==> config.mk <==
export PLATFORM = sky130hd
export DESIGN_NAME = code_lock_ctrl_flat
export DESIGN_NICKNAME = d
export VERILOG_FILES = /design/src/rtl/code_lock_ctrl_if.sv /design/src/rtl/code_lock_ctrl.sv /design/src/flat_wrapper.sv
export SDC_FILE = /design/constraint.sdc
export NUM_CORES = 1
export LEC_CHECK = 0
export CAP_MARGIN = 20
export CORE_MARGIN = 2
export CORE_UTILIZATION = 53
export DETAILED_ROUTE_END_ITERATION = 8
export PLACE_DENSITY = 0.77
export SYNTH_ARGS = -nofsm -noshare
export SYNTH_HDL_FRONTEND = slang
export SYNTH_SLANG_ARGS = --single-unit
==> constraint.sdc <==
create_clock -name Clk -period 2.1 [get_ports Clk]
set_input_delay 0.315 -clock Clk [delete_from_list [all_inputs] [get_ports Clk]]
set_output_delay 0.315 -clock Clk [all_outputs]
set_load 0.05 [all_outputs]
==> src/rtl/code_lock_ctrl_if.sv <==
// rtl/code_lock_ctrl_if.sv - Start/Match inputs and lock-drive outputs of the attempt sequencer
interface code_lock_ctrl_if;
   logic       Start;
   logic       Match;
   logic       DetStart;
   logic       DetRst;
   logic       Unlock;
   logic       Alarm;
   logic       Busy;
   logic [1:0] FailCnt;

   modport master (
      output Start, Match,
      input  DetStart, DetRst, Unlock, Alarm, Busy, FailCnt
   );

   modport slave (
      input  Start, Match,
      output DetStart, DetRst, Unlock, Alarm, Busy, FailCnt
   );
endinterface

==> src/rtl/code_lock_ctrl.sv <==
// rtl/code_lock_ctrl.sv - attempt sequencer for the colour-code lock
// Bounds each attempt, counts consecutive failures, drives unlock and lockout.
module code_lock_ctrl #(
   parameter int TIMEOUT_CYCLES = 16,
   parameter int UNLOCK_CYCLES  = 8,
   parameter int MAX_FAILS      = 3,
   parameter int LOCKOUT_CYCLES = 32
) (
   input  logic             Clk,
   input  logic             Rst,
   code_lock_ctrl_if.slave  bus
);

   localparam int MAX_AB  = (TIMEOUT_CYCLES > UNLOCK_CYCLES) ? TIMEOUT_CYCLES : UNLOCK_CYCLES;
   localparam int MAX_CYC = (MAX_AB > LOCKOUT_CYCLES) ? MAX_AB : LOCKOUT_CYCLES;
   localparam int TW      = $clog2(MAX_CYC) + 1;

   localparam logic [TW-1:0] TO_LAST = TW'(TIMEOUT_CYCLES - 1);
   localparam logic [TW-1:0] UN_LAST = TW'(UNLOCK_CYCLES - 1);
   localparam logic [TW-1:0] LO_LAST = TW'(LOCKOUT_CYCLES - 1);
   localparam logic [1:0]    MAX_F   = 2'(MAX_FAILS);

   typedef enum logic [2:0] {
      S_Idle,
      S_Attempt,
      S_Open,
      S_Clear,
      S_Lockout
   } state_t;

   state_t        r_state;
   state_t        w_state_nxt;
   logic [TW-1:0] r_timer;
   logic [TW-1:0] w_timer_nxt;
   logic [TW-1:0] w_timer_inc;
   logic [1:0]    r_fail;
   logic [1:0]    w_fail_nxt;
   logic [1:0]    w_fail_inc;

   assign w_timer_inc = r_timer + TW'(1);
   assign w_fail_inc  = (r_fail == MAX_F) ? r_fail : r_fail + 2'd1;

   always_ff @(posedge Clk) begin
      if (Rst) begin
         r_state <= S_Idle;
         r_timer <= '0;
         r_fail  <= 2'd0;
      end else begin
         r_state <= w_state_nxt;
         r_timer <= w_timer_nxt;
         r_fail  <= w_fail_nxt;
      end
   end

   always_comb begin
      w_state_nxt = r_state;
      w_timer_nxt = r_timer;
      w_fail_nxt  = r_fail;
      case (r_state)
         S_Idle: begin
            if (bus.Start) begin
               w_state_nxt = S_Attempt;
               w_timer_nxt = '0;
            end
         end
         S_Attempt: begin
            w_timer_nxt = w_timer_inc;
            // A match on the final attempt cycle still counts as success.
            if (bus.Match) begin
               w_state_nxt = S_Open;
               w_fail_nxt  = 2'd0;
               w_timer_nxt = '0;
            end else if (r_timer == TO_LAST) begin
               w_fail_nxt  = w_fail_inc;
               w_state_nxt = (w_fail_inc == MAX_F) ? S_Lockout : S_Clear;
               w_timer_nxt = '0;
            end
         end
         S_Open: begin
            w_timer_nxt = w_timer_inc;
            if (r_timer == UN_LAST) begin
               w_state_nxt = S_Clear;
               w_timer_nxt = '0;
            end
         end
         S_Clear: begin
            w_state_nxt = S_Idle;
            w_timer_nxt = '0;
         end
         S_Lockout: begin
            w_timer_nxt = w_timer_inc;
            if (r_timer == LO_LAST) begin
               w_state_nxt = S_Idle;
               w_fail_nxt  = 2'd0;
               w_timer_nxt = '0;
            end
         end
         default: begin
            w_state_nxt = S_Idle;
            w_timer_nxt = '0;
         end
      endcase
   end

   assign bus.Unlock   = (r_state == S_Open);
   assign bus.Alarm    = (r_state == S_Lockout);
   assign bus.DetRst   = (r_state == S_Clear) || (r_state == S_Lockout);
   assign bus.Busy     = (r_state != S_Idle);
   assign bus.DetStart = bus.Start && (r_state == S_Idle);
   assign bus.FailCnt  = r_fail;

endmodule
==> src/flat_wrapper.sv <==
// flat-port wrapper written by rule: the top's interface ports become plain ports
module code_lock_ctrl_flat 
#(
   parameter int TIMEOUT_CYCLES = 16,
   parameter int UNLOCK_CYCLES  = 8,
   parameter int MAX_FAILS      = 3,
   parameter int LOCKOUT_CYCLES = 32
)
  (Clk, Rst, bus_Start, bus_Match, bus_DetStart, bus_DetRst, bus_Unlock, bus_Alarm, bus_Busy, bus_FailCnt);
  code_lock_ctrl_if bus_i ();
  input  logic Clk;
  input  logic Rst;
  input wire logic [$bits(bus_i.Start)-1:0] bus_Start;
  input wire logic [$bits(bus_i.Match)-1:0] bus_Match;
  output wire logic [$bits(bus_i.DetStart)-1:0] bus_DetStart;
  output wire logic [$bits(bus_i.DetRst)-1:0] bus_DetRst;
  output wire logic [$bits(bus_i.Unlock)-1:0] bus_Unlock;
  output wire logic [$bits(bus_i.Alarm)-1:0] bus_Alarm;
  output wire logic [$bits(bus_i.Busy)-1:0] bus_Busy;
  output wire logic [$bits(bus_i.FailCnt)-1:0] bus_FailCnt;
  assign bus_i.Start = bus_Start;
  assign bus_i.Match = bus_Match;
  assign bus_DetStart = bus_i.DetStart;
  assign bus_DetRst = bus_i.DetRst;
  assign bus_Unlock = bus_i.Unlock;
  assign bus_Alarm = bus_i.Alarm;
  assign bus_Busy = bus_i.Busy;
  assign bus_FailCnt = bus_i.FailCnt;
  code_lock_ctrl #(.TIMEOUT_CYCLES(TIMEOUT_CYCLES), .UNLOCK_CYCLES(UNLOCK_CYCLES), .MAX_FAILS(MAX_FAILS), .LOCKOUT_CYCLES(LOCKOUT_CYCLES)) u_core (.Clk(Clk), .Rst(Rst), .bus(bus_i));
endmodule
==> impl_metrics.csv <==
group,metric,value,unit
clocking,cts.htree.levels,1,
clocking,clock_latency,280,ps
worst_setup_path,cpPeakStageDelay,520,ps
timing,tns,0,ps
timing,tightest_slew,485.9,ps
floorplan,rows,14,
grt,grt_pass1_wl,3891,µm
power,p_per_area,1080,mW/mm²
floorplan,die_y,43.50,µm
power,p_int,0.0006463,W
power,p_sw,0.0005322,W
power,irDropWorstVdd,0.8958,mV
yosys,syn_area,827.0,µm²
flow_run,cap_viol_max_count,0,
layout,final_cells,138,
layout,antenna_cells,0,
route,vias,916,
clocking,cts_hold_buf,0,
worst_setup_path,crit_path_top_delay_cell,"or4b_1",
route,wl,2284,µm
power,clkPwrFrac,13.1,%
min_path,hp-class,"flip-flop to flip-flop",
grt,grt_max_degree,13,
worst_setup_path,crit_family,"compound AO/OA/AOI/OAI gates",
grt,grt_overflow,0,
clocking,clk_pin_slew,80,ps
place,place_ws,-36.64,ps
route,dr_wl_met3,150,µm
yosys,synth.yosys.seq_area_share,26.63,%
clocking,cts_buffers,3,
clocking,cts_buffer_depth,2,
worst_setup_path,endpoint_kind,"flip-flop",
timing,fmax,497.1,MHz
layout,drive_gt1_share,25.41,%
layout,nNetsFinal,128,
clocking,clockRootBuffer,"clkbuf_4",
timing,fin_crit,2012,ps
floorplan,die_w,43.50,µm
worst_setup_path,worst-path-buf-inv,0,
status,status,"finished, final reports clean",
place,place_inst,134,
worst_setup_path,rrSetupSlack,90,ps
route,wire_per_inst,16.55,µm
timing,maxSlewViolCount,0,
yosys,yosys.area.top_type,"dfxtp_1",
grt,grt_pass1_vias,876,
timing,skew,5.591,ps
floorplan,fp.dieArea,0.001892,mm²
clocking,cts_tree,"built",
worst_setup_path,path_class,"flip-flop to flip-flop",
place,gp_congestion,0.8670,
worst_setup_path,worstPathRequired,2260,ps
route,avgViaCountPerCell,6.638,
timing,fin_ws,88.41,ps
floorplan,core_region_area,0.001489,mm²
floorplan,initial_core_util,55.55,%
power,p_leak,0.4148,nW
yosys,yosysWarnings,0,
yosys,ys_ff_latch,11,
yosys,synth_ff_type,"dfxtp_1",
worst_setup_path,cp_num_cells,5,
route,wl_met2,1079,µm
worst_setup_path,crit_start,"u_core.r_timer[1]",
worst_setup_path,cp.arrival,2170,ps
route,wl_met1,930,µm
yosys,ys_types,48,
grt,antenna_found_initial,0,
yosys,synth_area_leaders,"dfxtp_1 (27%), a21oi_1 (4.8%), nand3b_1 (2.7%)",
power,p_comb_share,61.8,%
yosys,synth_edf_count,0,
route,drc,0,
power,p_sw_share,45.16,%
route,topRoutingLayerUsed,"met4",
worst_setup_path,crit_chain,"ha_1, nand3b_1, or4b_1, o22a_1, a2111oi_2",
yosys,yosysTopAreaCellShare,26.63,%
grt,track_usage,28.36,%
worst_setup_path,path_max_fanout,4,
worst_setup_path,r2r_cells,5,
timing,rsz0062_at_grt,"false",
clocking,cts_sinks,11,
layout,post-route-util,73.28,%
yosys,synthArstFlopShare,0,%
layout,syn_to_final_growth,31.92,%
yosys,synth_area_per_cell,8.189,µm²
timing,setup_viol,0,
worst_setup_path,setup.worst_path.end,"u_core.bus.FailCnt[1]",
worst_setup_path,start_kind,"flip-flop",
power,seq_power_share,25.0,%
timing,slew-limit-headroom,67.51,%
worst_setup_path,reg2reg_to,"u_core.bus.FailCnt[1]",
floorplan,pin_count,11,
route,final_antenna_net_count,0,
timing,min_period_over_period,95.79,%
route,dr.pass1.iters,4,
timing,hold_violations,0,
yosys,synthesis.nets,106,
yosys,synth_cells,101,
route,drt-initial-drc-count,62,
place,port_buffers,10,
place,dp_hpwl,1671,µm
worst_setup_path,r2r-start,"u_core.r_timer[1]",
stage by stage:
step,power (W),area [µm²],hold slack (ps)
after detailed placement,0.001023,1064,490.3
after global routing,0.001246,1091,538.2
after CTS,0.001171,1089,547.7
final,0.001179,1091,516.4
after floorplan,0.0007430,829.5,460.4
after global placement,0.001008,1064,483.1
routing by layer:
metal	vias to the layer above	track usage (%)
met1	419	34.18
met3	17	6.250
li1	436	-
met4	0	21.82
met5	-	0
met2	44	43.58
cell usage after synthesis, drive strengths merged (3+ instances only):
library cell  instances
dfxtp                11
inv                   6
nor2                  6
a21oi                 8
nand3b                3
or3                   3
clkbuf                5
nand3                 3
o21ai                 6
nand2b                3
nand2                 4
nor2b                 3
registers in the layout (all words and copies together) (netlist names):
name                cells
u_core.r_timer          6
u_core.bus.FailCnt      2
u_core.r_state          3
layout by cell type, fill, tap and decap left out, drive strengths merged, types with 2 or more instances in the layout:
master and count:
clkdlybuf4s50 5, or3b 2, o32ai 2, or4b 2, a31oi 2, nand3b 3, nand3 3, a21oi 8
nor2b 3, nor4b 2, a211oi 2, clkbuf 4, inv 6, buf 18, nand2 4, dfxtp 11
a2111oi 2, or4 2, nor2 6, and3 2, or3 3, nand2b 3, o21ai 6
layout make-up:
class / instances / area [µm²]
clock buffer: 4 / 26.28
tap: 16 / 20.02
multi-input combinational: 77 / 555.5
fill: 116 / 397.9
inverter: 6 / 22.52
timing repair buffer: 24 / 244.0
sequential: 11 / 222.7
power groups by stage:
stage	registers (W)	logic [W]	clock network, W
after floorplan	0.000290	0.000453	0
after global placement	0.000295	0.000713	0
after detailed placement	0.000297	0.000726	0
after CTS	0.000293	0.000722	0.000156
after global routing	0.000300	0.000778	0.000167
final	0.000295	0.000729	0.000155
how the worst min path moves through the flow:
stage | start | to | cells past startpoint
final | u_core.r_timer[0] | u_core.r_timer[0] | 1
after global routing | u_core.r_timer[0] | u_core.r_timer[0] | 1
after CTS | u_core.r_timer[5] | u_core.r_timer[5] | 2
after detailed placement | u_core.r_timer[5] | u_core.r_timer[5] | 2
after global placement | u_core.r_timer[5] | u_core.r_timer[5] | 2
after floorplan | u_core.r_timer[5] | u_core.r_timer[5] | 2
worst register-to-register path, stage by stage (launching register included):
cell and delay (ps):
dfxtp_1 380, ha_1 190, nand3b_1 120, or4b_1 520, o22a_1 270, a2111oi_2 420
what timing repair did:
action / in CTS / in global routing
gates cloned: 0 / 0
setup buffers: 0 / 0
resized for setup: 1 / 2
setup endpoints to repair: 1 / 3
cells by family (layout without fill, tap and decap cells):
kind of cell,Yosys count,after routing,synth area share (%)
fa+ha+maj,1,1,1.513
mux,1,1,1.361
compound gates,34,34,32.38
buf+inv,13,34,6.505
simple gates,41,41,31.62
flops,11,11,26.63
Note: power is estimated with default switching activity, not from simulation.
